### config.mk
export PLATFORM = sky130hd
export DESIGN_NAME = bk_sector_ctrl
export DESIGN_NICKNAME = d
export VERILOG_FILES = /design/src/rtl/bk_pkg.sv /design/src/rtl/bk_tmo.sv /design/src/rtl/bk_sector_ctrl.sv
export SDC_FILE = /design/constraint.sdc
export NUM_CORES = 1
export LEC_CHECK = 0
export ABC_AREA = 1
export ABC_CLOCK_PERIOD_IN_PS = 2000
export CORE_UTILIZATION = 54
export CTS_BUF_LIST = sky130_fd_sc_hd__clkbuf_8
export DETAILED_ROUTE_END_ITERATION = 12
export GPL_TIMING_DRIVEN = 0
export MAX_ROUTING_LAYER = met4
export PLACE_DENSITY_LB_ADDON = 0.2
export SETUP_SLACK_MARGIN = 0.1
export SYNTH_ARGS = -nofsm -noshare
export SYNTH_HDL_FRONTEND = slang
export SYNTH_SLANG_ARGS = --single-unit
### constraint.sdc
create_clock -name i_clk_sys -period 2 [get_ports i_clk_sys]
set_input_delay 0.4 -clock i_clk_sys [delete_from_list [all_inputs] [get_ports i_clk_sys]]
set_output_delay 0.4 -clock i_clk_sys [all_outputs]
set_load 0.03 [all_outputs]
### src/rtl/bk_pkg.sv
// Shared types for the backup-RAM sector sequencer.
package bk_pkg;
  typedef enum logic [1:0] {ST_IDLE, ST_REQ, ST_XFER} st_e;
  typedef enum logic {DIR_LOAD, DIR_SAVE} dir_e;
  localparam int SECT_BYTES = 512;
endpackage

### src/rtl/bk_tmo.sv
// Ack timeout: holds at TMO_CYC-1 while loaded, counts down while enabled, flags on reaching zero.
module bk_tmo #(
  parameter int unsigned TMO_CYC = 2**24
) (
  input  logic i_clk,
  input  logic i_reset,
  input  logic i_load,
  input  logic i_en,
  output logic o_expire
);
  generate
    if (TMO_CYC == 0) begin : g_off
      logic w_unused;
      assign w_unused = ^{i_clk, i_reset, i_load, i_en};
      assign o_expire = 1'b0;
    end else begin : g_on
      localparam int W = (TMO_CYC > 1) ? $clog2(TMO_CYC) : 1;
      localparam logic [W-1:0] LOAD_V = W'(TMO_CYC - 1);
      logic [W-1:0] r_cnt;
      always_ff @(posedge i_clk) begin
        if (i_reset || i_load) r_cnt <= LOAD_V;
        else if (i_en && r_cnt != '0) r_cnt <= r_cnt - W'(1);
      end
      assign o_expire = i_en && (r_cnt == '0);
    end
  endgenerate
endmodule

### src/rtl/bk_sector_ctrl.sv
// Streams one save slot between nvram and the SD sector interface, one sector per ack handshake.
module bk_sector_ctrl
  import bk_pkg::*;
#(
  parameter int          SLOT_BITS = 2,
  parameter int          SECT_BITS = 6,
  parameter logic [31:0] BASE_LBA  = 32'd0,
  parameter int unsigned TMO_CYC   = 2**24
) (
  input  logic                 i_clk_sys,
  input  logic                 i_reset,
  input  logic                 i_bk_ena,
  input  logic                 i_load_req,
  input  logic                 i_save_req,
  input  logic [SLOT_BITS-1:0] i_slot,
  input  logic                 i_auto_en,
  input  logic                 i_auto_trig,
  input  logic                 i_dirty,
  input  logic                 i_sd_ack,
  output logic [31:0]          o_sd_lba,
  output logic                 o_sd_rd,
  output logic                 o_sd_wr,
  output logic [SECT_BITS-1:0] o_sect_idx,
  output logic                 o_busy,
  output logic                 o_loading,
  output logic                 o_dirty_flag,
  output logic                 o_done,
  output logic                 o_err
);
  st_e                  r_state;
  dir_e                 r_dir;
  logic [SLOT_BITS-1:0] r_slot;
  logic [SECT_BITS-1:0] r_sect;
  logic [31:0]          r_lba;
  logic r_sd_rd, r_sd_wr, r_busy, r_loading, r_dirty_flag, r_dirty_pend, r_done, r_err;
  logic r_load_q, r_save_q, r_auto_q, r_ack_q;
  logic w_load_edge, w_save_edge, w_auto_edge, w_ack_rise, w_ack_fall, w_tmo_exp;
  logic [SECT_BITS-1:0] w_sect_nxt;
  logic [31:0]          w_lba_start, w_lba_nxt;

  assign w_load_edge = i_load_req & ~r_load_q & i_bk_ena;
  assign w_save_edge = i_save_req & ~r_save_q & i_bk_ena;
  assign w_auto_edge = i_auto_trig & ~r_auto_q & i_bk_ena & i_auto_en & r_dirty_flag;
  assign w_ack_rise  = i_sd_ack & ~r_ack_q;
  assign w_ack_fall  = ~i_sd_ack & r_ack_q;
  assign w_sect_nxt  = r_sect + SECT_BITS'(1);
  assign w_lba_start = BASE_LBA + 32'({i_slot, {SECT_BITS{1'b0}}});
  assign w_lba_nxt   = BASE_LBA + 32'({r_slot, w_sect_nxt});

  bk_tmo #(.TMO_CYC(TMO_CYC)) u_tmo (
    .i_clk    (i_clk_sys),
    .i_reset  (i_reset),
    .i_load   (r_state != ST_REQ),
    .i_en     (r_state == ST_REQ),
    .o_expire (w_tmo_exp)
  );

  always_ff @(posedge i_clk_sys) begin
    // Edge history tracks inputs even in reset so no edge fires on release.
    r_load_q <= i_load_req;
    r_save_q <= i_save_req;
    r_auto_q <= i_auto_trig;
    r_ack_q  <= i_sd_ack;
    r_done   <= 1'b0;
    r_err    <= 1'b0;
    if (i_reset) begin
      r_state      <= ST_IDLE;
      r_dir        <= DIR_LOAD;
      r_slot       <= '0;
      r_sect       <= '0;
      r_lba        <= '0;
      r_sd_rd      <= 1'b0;
      r_sd_wr      <= 1'b0;
      r_busy       <= 1'b0;
      r_loading    <= 1'b0;
      r_dirty_flag <= 1'b0;
      r_dirty_pend <= 1'b0;
    end else begin
      unique case (r_state)
        ST_IDLE: if (w_load_edge || w_save_edge || w_auto_edge) begin
          r_dir        <= w_load_edge ? DIR_LOAD : DIR_SAVE;
          r_slot       <= i_slot;
          r_sect       <= '0;
          r_lba        <= w_lba_start;
          r_sd_rd      <= w_load_edge;
          r_sd_wr      <= ~w_load_edge;
          r_busy       <= 1'b1;
          r_loading    <= w_load_edge;
          r_dirty_pend <= 1'b0;
          r_state      <= ST_REQ;
        end
        ST_REQ: if (w_ack_rise) begin
          r_sd_rd <= 1'b0;
          r_sd_wr <= 1'b0;
          r_state <= ST_XFER;
        end else if (w_tmo_exp) begin
          r_sd_rd   <= 1'b0;
          r_sd_wr   <= 1'b0;
          r_busy    <= 1'b0;
          r_loading <= 1'b0;
          r_err     <= 1'b1;
          r_state   <= ST_IDLE;
        end
        ST_XFER: if (w_ack_fall) begin
          if (&r_sect) begin
            r_busy       <= 1'b0;
            r_loading    <= 1'b0;
            r_done       <= 1'b1;
            // Writes made after the save started were not captured in the image.
            r_dirty_flag <= r_dirty_pend;
            r_state      <= ST_IDLE;
          end else begin
            r_sect  <= w_sect_nxt;
            r_lba   <= w_lba_nxt;
            r_sd_rd <= (r_dir == DIR_LOAD);
            r_sd_wr <= (r_dir == DIR_SAVE);
            r_state <= ST_REQ;
          end
        end
        default: r_state <= ST_IDLE;
      endcase
      if (i_dirty && !r_loading) begin
        r_dirty_flag <= 1'b1;
        if (r_busy) r_dirty_pend <= 1'b1;
      end
    end
  end

  assign o_sd_lba     = r_lba;
  assign o_sd_rd      = r_sd_rd;
  assign o_sd_wr      = r_sd_wr;
  assign o_sect_idx   = r_sect;
  assign o_busy       = r_busy;
  assign o_loading    = r_loading;
  assign o_dirty_flag = r_dirty_flag;
  assign o_done       = r_done;
  assign o_err        = r_err;
endmodule

==> qor.txt, run 1 <==
vias per cell = 4.800
clk_lat worst skew = 0.31 ns
main area contributors after synthesis = dfxtp_1 34%, nand2_1 14%, buf_4 8.1%
ys async rst share = 0%
Startpoint Class = flip-flop
Worst path slowest cell = clkdlybuf4s50_1
# DRC = 0
most used routing layer = met1
Max Freq = 0.5409 GHz
CP cell instances = clkdlybuf4s50_1
share of cells above drive strength 1 = 14.97%
WP data arrival = 1.45 ns
Die Y = 75.16 µm
post-synth top area share = 33.94%
Post-Synthesis Cells = 417
synthesized area per cell = 6.931 µm²
CTS Sinks = 49
placed cell areas = 3374 µm²
Initial DRC Count = 222
core area = 5140 µm²
clock skew = 0.006706 ns
met1 Usage GRT = 34.84%
Via Count = 2645
Clock Pin Slew Worst Setup and Hold Paths = 0.09 ns
Crit path max-delay family = buffers and inverters
initial antenna violation count = 0
post-route ant nets = 0
dpl ws = -0.008491 ns
Final Max Slew Viols = 0
first-pass iteration count of the detailed router = 4
Fin. Hold Viols = 0
die area = 5649 µm²
crit end category = primary output
finished layout cell area = 3495 µm²
largest stage delay on the critical path = 0.71 ns
R2R depth = 11
dominant register cell in the synthesized netlist = dfxtp_1
GP Congestion = 0.9102
status = finished, final reports clean
Starting Density = 56.23%
H-Tree Depth = 2
IO Count = 56
DP HPWL = 4.840 mm
GRT Total Usage = 24.50%
diode count = 0
met2 Use GR = 34.73%
CP required = 1.60 ns
port bufs = 31
Synth Cell Area = 2890 µm²
Worst Hold Depth = 2
flop-to-flop setup slack = 0.24 ns
RSZ-0062 raised after global routing = false
Syn-to-layout area delta = 20.91%
Clock Tree Root = clkbuf_8
leakage power = 1.615 nW
cell row count = 26
max cap viols = 0
Worst Path Max Fanout = 5
Post-synth top cells = 111 x nand2_1, 59 x nor2_1, 49 x dfxtp_1, 35 x inv_1, 33 x nand3_1
Num CTS Buffers = 5
Bufs and invs on worst path = 1
synth warn = 0
WL final = 6.343 mm
crit path kind = reg -> out
met3 Use GR = 4.819%
vias in the first global route = 2189
final hold slack = 0.4469 ns
global-route wire length before repair = 10.07 mm
Worst path depth = 1
Power Density = 762.6 nW/µm²
pin count of the biggest net entering global routing = 15
# nets final = 497
most numerous cell in the Yosys netlist = nand2_1
leading area contributor after synthesis = dfxtp_1
Avg WL per Cell = 11.51 µm
Post-synth EDFFs = 0
setup TNS = 0 ns
library cells used by synthesis = 33
register bit total from synthesis = 49
worst setup margin = 0.1511 ns
fin crit period = 1.849 ns
Overflow after GRT = 0
Longest Clk Path Bufs = 2
Tcrit/Tclk final = 92.44%
sequential area share after synthesis = 33.94%
Die Wd = 75.16 µm
CTS tree = done
HP Class = reg -> reg
final setup vio count = 0
Worst VDD drop = 0.0004575 V
## final timing paths
check | startpoint | end
worst min register to register | o_sd_lba[6]$_SDFFE_PP0P_ | o_sd_lba[6]$_SDFFE_PP0P_
worst max register to register | r_state[0]$_SDFFE_PP0P_ | o_sect_idx[1]$_SDFFE_PP0P_
worst min-delay path | o_sd_lba[6]$_SDFFE_PP0P_ | o_sd_lba[6]$_SDFFE_PP0P_
worst max-delay path | o_sd_lba[5]$_SDFFE_PP0P_ | o_sd_lba[5]
## power breakdown
part | switching [W] | total [W] | leakage, nW | internal (W)
combinational | 0.000593 | 0.000957 | 1.16 | 0.000364
sequential | 0.0000660 | 0.00113 | 0.401 | 0.00106
clock | 0.000342 | 0.000580 | 0.0491 | 0.000238
## tightest hold or removal path, delay by kind of cell (launching register included)
family / cells / cell delay (ns)
buf+inv: 1 / 0.05
compound gates: 1 / 0.05
flops: 1 / 0.32
## cells by family after synthesis
kind of cell / Yosys count / synth area share, %
flip-flops: 49 / 33.94
buffers and inverters: 77 / 15.24
other: 1 / 0.1297
AO/OA/AOI/OAI: 33 / 6.970
XOR/XNOR: 18 / 5.455
AND/OR/NAND/NOR: 231 / 34.98
multiplexers: 2 / 0.6927
adder cells (fa/ha/maj): 6 / 2.597
## sequential cells by signal, indices dropped and copies added (netlist names), 2 cells and up
register and flops:
u_tmo.g_on.r_cnt 24, o_sect_idx 5, o_sd_lba 3, r_state 2
r_slot 2
## cell usage in the layout (no fill, tap or decap), types with 2 or more instances in the layout
cell type and n:
nand2_1 111, nor2_1 58, dfxtp_1 48, inv_1 35, buf_4 34, nand3_1 33
conb_1 24, clkdlybuf4s50_1 22, a21oi_1 16, xnor2_1 9, xor2_1 9, o21ai_0 8
nor2_2 7, nand3b_1 7, ha_1 5, clkbuf_8 5, dlygate4sd2_1 5, buf_6 4
dlymetal6s2s_1 4, nand3_2 3, nand4_1 3, o211ai_2 3, nor3_1 3, o211ai_1 3
nand2_2 2, nor2_4 2, mux2i_1 2, clkinv_2 2
## routing by layer
metal  share of wire, %  wire length (µm)  vias to the layer above
met3                7.2               459                       10
li1                   -                 -                     1389
met1                 47              2958                     1162
met2                 45              2826                       84
met5                  0                 0                        -
met4                1.5                98                        0
## area by class of cell
cell class	count	area (µm²)
clock buffer	5	68.82
sequential	49	982.2
buffer	39	299.0
fill	472	1645
clock inverter	3	13.76
timing repair buffer	33	329.1
multi-input combinational	314	1565
inverter	38	148.9
tap	70	87.58
## metrics by stage
| step | utilization [%] | total power (W) | instances |
|---|---|---|---|
| after floorplan | - | 0.001839 | 440 |
| after CTS | 67.14 | 0.002666 | 549 |
| after global routing | 67.99 | 0.002841 | 551 |
| after detailed placement | 65.65 | 0.002095 | 541 |
| after global placement | 65.65 | 0.002071 | 541 |
| final | 67.99 | 0.002665 | 551 |
## what timing repair did
| item | in CTS | in global routing |
|---|---|---|
| endpoints found under the setup margin | 5 | 29 |
| setup buffers | 0 | 2 |
| gates resized for setup | 5 | 13 |
| hold buffers | 0 | 0 |
No activity file was read; power rests on OpenSTA's default activity.
==> run 2, diff against run 1 <==
Settings changed: ABC_AREA 1 to default, CORE_UTILIZATION 54 to 53.
==> run 2 against run 1 <==
  * Combinational power increased by 37%
  * Clock skew fell by 0.00053 ns
  * Critical endpoint is now o_sd_lba[5]$_SDFFE_PP0P_
  * Die area is 4.5% lower
  * Worst hold slack got worse by 0.22 ns
  * Total power increased by 14%
  * Register-to-register slack lost 0.13 ns
  * Wire length decreased by 5.8%
  * Largest power group is now combinational logic
  * Area after synthesis shrank 6.4%
==> qor.txt, run 2 <==
largest stage delay on the critical path = 0.35 ns (-0.36 ns)
WP data arrival = 2.08 ns (+0.63 ns)
port bufs = 31 (unchanged)
Starting Density = 56.18% (about the same)
post-route ant nets = 0 (unchanged)
Startpoint Class = flip-flop
hold_sp = i_auto_trig
Num CTS Buffers = 5 (unchanged)
main area contributors after synthesis = dfxtp_1 36%, buf_4 8.3%, xor2_1 3.9%
library cells used by synthesis = 60 (+82%)
vias per cell = 5.301 (+10%)
Hold EP = r_auto_q$_DFF_P_
initial antenna violation count = 0 (unchanged)
IO Count = 56 (unchanged)
dominant register cell in the synthesized netlist = dfxtp_1
RSZ-0062 raised after global routing = true
CTS Sinks = 49 (unchanged)
first-pass iteration count of the detailed router = 4 (unchanged)
Longest Clk Path Bufs = 2 (unchanged)
Tot Pwr = 0.003038 W (+14%)
Power Density = 833.4 nW/µm² (+9.3%)
Clock Tree Root = clkbuf_8
diode count = 0 (unchanged)
most common cell type on the critical path = buf_6
Overflow after GRT = 0 (unchanged)
fin crit period = 1.888 ns (+0.03938 ns)
post-synth top area share = 36.25% (+2.3 points)
CP required = 2.20 ns (+0.60 ns)
Via Count = 2322 (-12%)
crit path kind = reg -> reg
vias in the first global route = 1971 (-10%)
Post-synth EDFFs = 0 (unchanged)
core area = 4817 µm² (-6.3%)
# DRC = 0 (unchanged)
utilization after layout = 75.69% (+7.7 points)
Worst Hold Depth = 1 (-1)
Initial DRC Count = 163 (-27%)
Die Wd = 73.46 µm (-2.3%)
Syn-to-layout area delta = 34.72%
most frequent cells in the layout = 43 x buf_4, 43 x dfxtp_1, 24 x conb_1
final hold slack = 0.2303 ns (-0.2166 ns)
WL final = 5.976 mm (-5.8%)
Critical R2R Launch = r_state[0]$_SDFFE_PP0P_
Worst VDD drop = 0.0007220 V (+58%)
GP Congestion = 0.8334 (-8.4%)
max FFs per register = 24 (unchanged)
R2R depth = 9 (-2)
Post-synth top cells = 49 x dfxtp_1, 30 x buf_4, 22 x nand2_1, 20 x nor2_1
HP Class = in -> reg
synthesized area per cell = 9.174 µm² (+32%)
CP cell instances = inv_1, ha_1, buf_6, nor2_1, a41o_4, a211oi_4, buf_6, nand4_1, mux2i_1
Post-Synthesis Cells = 295 (-29%)
leading area contributor after synthesis = dfxtp_1
global-route wire length before repair = 9.018 mm (-10%)
Die Y = 73.46 µm (-2.3%)
synth warn = 0 (unchanged)
Worst Path Max Fanout = 10 (+5)
leakage power = 1.625 nW (+0.67%)
Crit path max-delay family = compound AO/OA/AOI/OAI gates
die area = 5396 µm² (-4.5%)
dpl ws = -0.4100 ns (-0.4015 ns)
Worst path slowest cell = dfxtp_2
GRT Total Usage = 22.48% (-2.0 points)
status = finished, final reports clean
CTS tree = done
# nets final = 388 (-22%)
register bit total from synthesis = 49 (unchanged)
final setup vio count = 0 (unchanged)
clk_lat worst skew = 0.30 ns (about the same)
worst setup margin = 0.1118 ns (-0.03938 ns)
Final Max Slew Viols = 0 (unchanged)
Avg WL per Cell = 13.64 µm (+19%)
crit end category = flip-flop
DP HPWL = 3.854 mm (-20%)
max cap viols = 0 (unchanged)
most numerous cell in the Yosys netlist = dfxtp_1
H-Tree Depth = 2 (unchanged)
Tcrit/Tclk final = 94.41% (+2.0 points)
worst reg2reg endpoint = o_sd_lba[5]$_SDFFE_PP0P_
Clock Pin Slew Worst Setup and Hold Paths = 0.08 ns (about the same)
cell row count = 25 (-3.8%)
Synth Cell Area = 2706 µm² (-6.4%)
clock skew = 0.006175 ns (-0.0005314 ns)
Reg with most FFs = u_tmo.g_on.r_cnt
flop-to-flop setup slack = 0.11 ns (-0.13 ns)
ys async rst share = 0% (unchanged)
pin count of the biggest net entering global routing = 14 (-1)
Fin. Hold Viols = 0 (unchanged)
Max Freq = 0.5296 GHz (-2.1%)
sequential area share after synthesis = 36.25% (+2.3 points)
Bufs and invs on worst path = 3 (+2)
share of cells above drive strength 1 = 26.95% (+12 points)
## run 2: cell count changes after synthesis, sizes merged, moves of 6 or more
cell	delta
a21oi	-8
inv	-25
mux2i	+7
nand2	-92
nand3	-28
nand3b	-7
nand4	+6
nor2	-47
nor2b	+6
nor4	+7
## run 2: repair_timing
item	in CTS	in global routing
pin swaps	4	17
endpoints found under the setup margin	37	43
hold buffers	0	0
gates cloned	0	1
gates resized for setup	25	42
setup buffers	4	10
## run 2: how the worst max path moves through the flow
stage / end / slack (ns) / start / depth (start not counted)
after floorplan: o_sd_lba[5]$_SDFFE_PP0P_ / 0.17 / r_state[0]$_SDFFE_PP0P_ / 8
after global placement: o_sect_idx[2]$_SDFFE_PP0P_ / -0.40 / i_auto_trig / 6
after detailed placement: o_sect_idx[2]$_SDFFE_PP0P_ / -0.41 / i_auto_en / 6
after CTS: o_sect_idx[2]$_SDFFE_PP0P_ / 0.05 / i_auto_en / 6
after global routing: u_tmo.g_on.r_cnt[11]$_SDFFE_PP1P_ / 0.004 / u_tmo.g_on.r_cnt[2]$_SDFFE_PP1P_ / 4
final: o_sd_lba[5]$_SDFFE_PP0P_ / 0.11 / r_state[0]$_SDFFE_PP0P_ / 9
## run 2: worst reg2reg max path: stages (launching register included)
cell and delay (ns):
dfxtp_2 0.35, inv_1 0.09, ha_1 0.22, buf_6 0.17, nor2_1 0.08, a41o_4 0.26, a211oi_4 0.22, buf_6 0.16
nand4_1 0.12, mux2i_1 0.14
## run 2: cells by family after synthesis
logic type,share of synthesized area [%]
multiplexers,3.745
other,0.1386
buffers and inverters,11.42
adder cells (fa/ha/maj),2.774
flip-flops,36.25
AND/OR/NAND/NOR,24.13
XOR/XNOR,5.178
AO/OA/AOI/OAI,16.37
## run 2: report_power, final
group | switching [W] | leakage [nW] | internal, W
logic | 0.000732 | 1.18 | 0.000583
clock network | 0.000317 | 0.0485 | 0.000270
registers | 0.0000720 | 0.397 | 0.00107
## run 2: stage by stage
step,instances,cell area (µm²),setup TNS [ns]
finish,438,3646,0
global route,438,3646,0
CTS,427,3431,0
detailed placement,416,3187,-4.254
global placement,416,3187,-3.453
floorplan,318,2793,0
## run 2: final cells by class
class,instances,area (µm²)
Clock inverter,1,3.754
Inverter,12,45.04
Sequential cell,49,988.4
Tap cell,67,83.83
Clock buffer,6,82.58
Timing Repair Buffer,46,447.9
Fill cell,345,1171
Multi-Input combinational cell,218,1708
Buffer,39,286.5
## run 2: metal layers
layer,wire length (µm),track usage (%),vias to the layer above
met1,2778,29.55,1095
met2,2884,33.44,55
met3,240,4.938,6
li1,-,-,1166
met5,0,-,-
met4,73,9.188,0
==> run 3, diff against run 2 <==
Settings changed: ABC_CLOCK_PERIOD_IN_PS 2000 to 2040.
Clock period 2 ns to 2.04 ns, I/O delays scaled along.
==> run 3 against run 2 <==
  * Critical path depth unchanged
  * Sequential power about the same
  * Clock skew up 0.00052 ns
  * Clock-buffer cell count unchanged
  * Combinational power down 8%
  * Register-to-register slack about the same
  * Maximum frequency down 2.7%
  * Sequential share of layout area up 0.65 points
  * Setup slack worse by 0.013 ns
  * First-iteration DRC count down 8.0%
  * Core utilization down 1.9 points
  * Largest cell class unchanged
==> qor.txt, run 3 (synthesis results as in run 2) <==
crit path kind = reg -> reg
CP required = 2.24 ns (+0.04 ns)
CTS tree = done
fin crit period = 1.942 ns (+0.05330 ns)
most frequent cells in the layout = 45 x dfxtp_1, 41 x buf_4, 25 x clkdlybuf4s50_1
leakage power = 1.559 nW (-4.1%)
post-route ant nets = 0 (unchanged)
HP Class = reg -> reg
GP Congestion = 0.8334 (unchanged)
CTS Sinks = 49 (unchanged)
# nets final = 384 (-1.0%)
DP HPWL = 3.854 mm (unchanged)
final setup vio count = 0 (unchanged)
# DRC = 0 (unchanged)
Via Count = 2272 (-2.2%)
Clock Tree Root = clkbuf_8
share of cells above drive strength 1 = 24.80% (-2.2 points)
clock skew = 0.006692 ns (+0.0005174 ns)
RSZ-0062 raised after global routing = true
max FFs per register = 24 (unchanged)
placed cell areas = 3187 µm² (unchanged)
Initial DRC Count = 150 (-8.0%)
Tcrit/Tclk final = 95.17% (+0.76 points)
core area = 4817 µm² (unchanged)
Reg with most FFs = u_tmo.g_on.r_cnt
Avg WL per Cell = 13.23 µm (-3.0%)
Longest Clk Path Bufs = 2 (unchanged)
Final Max Slew Viols = 0 (unchanged)
cell row count = 25 (unchanged)
Starting Density = 56.18% (unchanged)
max cap viols = 0 (unchanged)
status = finished, final reports clean
Startpoint Class = flip-flop
crit end category = flip-flop
diode count = 0 (unchanged)
die area = 5396 µm² (unchanged)
Clock Pin Slew Worst Setup and Hold Paths = 0.08 ns (about the same)
Max Freq = 0.5151 GHz (-2.7%)
Num CTS Buffers = 5 (unchanged)
finished layout cell area = 3552 µm² (-2.6%)
Power Density = 814.5 nW/µm² (-2.3%)
Worst VDD drop = 0.0006852 V (-5.1%)
initial antenna violation count = 0 (unchanged)
GRT Total Usage = 22.15% (-0.34 points)
Die Y = 73.46 µm (unchanged)
port bufs = 31 (unchanged)
vias in the first global route = 1972 (+0.051%)
WP data arrival = 2.14 ns (+0.06 ns)
H-Tree Depth = 2 (unchanged)
Fin. Hold Viols = 0 (unchanged)
IO Count = 56 (unchanged)
pin count of the biggest net entering global routing = 14 (unchanged)
WL final = 5.743 mm (-3.9%)
utilization after layout = 73.74% (-1.9 points)
Die Wd = 73.46 µm (unchanged)
clk_lat worst skew = 0.30 ns (about the same)
vias per cell = 5.235 (-1.3%)
Syn-to-layout area delta = 31.25%
Overflow after GRT = 0 (unchanged)
final hold slack = 0.4984 ns (+0.2681 ns)
first-pass iteration count of the detailed router = 4 (unchanged)
global-route wire length before repair = 8.935 mm (-0.92%)
Worst Path Max Fanout = 10 (unchanged)
most common cell after layout, fill and taps aside = dfxtp_1
[run 3: final cells by class]
type / instances / area, µm²
Multi-Input combinational cell: 218 / 1672
Fill cell: 368 / 1265
Sequential cell: 49 / 985.9
Timing Repair Buffer: 42 / 397.9
Buffer: 39 / 281.5
Tap cell: 67 / 83.83
Clock buffer: 6 / 82.58
Inverter: 12 / 45.04
Clock inverter: 1 / 3.754
[run 3: layer usage]
metal	vias up	routed length [µm]	global-route usage, %
met5	-	0	-
met4	0	99	8.120
met3	10	279	4.801
met2	60	2662	33.44
met1	1052	2702	29.10
li1	1150	-	-
[run 3: metrics by stage]
| stage | setup TNS [ns] | setup WS, ns | cells | total power (W) |
|---|---|---|---|---|
| after floorplan | 0 | 0.2053 | 318 | 0.001868 |
| after global placement | -2.835 | -0.3634 | 416 | 0.002136 |
| after detailed placement | -3.419 | -0.3780 | 416 | 0.002150 |
| after CTS | 0 | 0.04724 | 425 | 0.002758 |
| after global routing | 0 | 0.02189 | 434 | 0.003067 |
| final | 0 | 0.09847 | 434 | 0.002893 |
[run 3: final timing paths]
path | end | slack, ns | from | cells past startpoint
hold reg to reg | r_dirty_pend$_SDFF_PP0_ | 0.50 | r_dirty_pend$_SDFF_PP0_ | 2
setup / recovery | o_sd_lba[5]$_SDFFE_PP0P_ | 0.1 | r_state[0]$_SDFFE_PP0P_ | 9
setup reg to reg | o_sd_lba[5]$_SDFFE_PP0P_ | 0.1 | r_state[0]$_SDFFE_PP0P_ | 9
hold / removal | r_dirty_pend$_SDFF_PP0_ | 0.50 | r_dirty_pend$_SDFF_PP0_ | 2
[run 3: timing repair]
item	CTS	global route
setup endpoints to repair	26	42
buffers inserted	1	9
pin swaps	2	9
gates cloned	1	0
resized for setup	16	36
hold buffers	0	0
[run 3: report_power, final]
part           switching [W]  total [W]  internal [W]
Combinational       0.000689    0.00121      0.000521
Sequential         0.0000657    0.00111       0.00104
Clock               0.000309   0.000573      0.000265
Total                0.00106    0.00289       0.00183
[run 3: worst max-delay path, cell delays in order, from the launching register on]
cell,delay [ns]
dfxtp_2,0.34
inv_1,0.08
ha_1,0.22
buf_6,0.16
nor2_1,0.06
a41o_1,0.23
a211oi_2,0.29
buf_4,0.20
nand4_1,0.12
mux2i_1,0.14
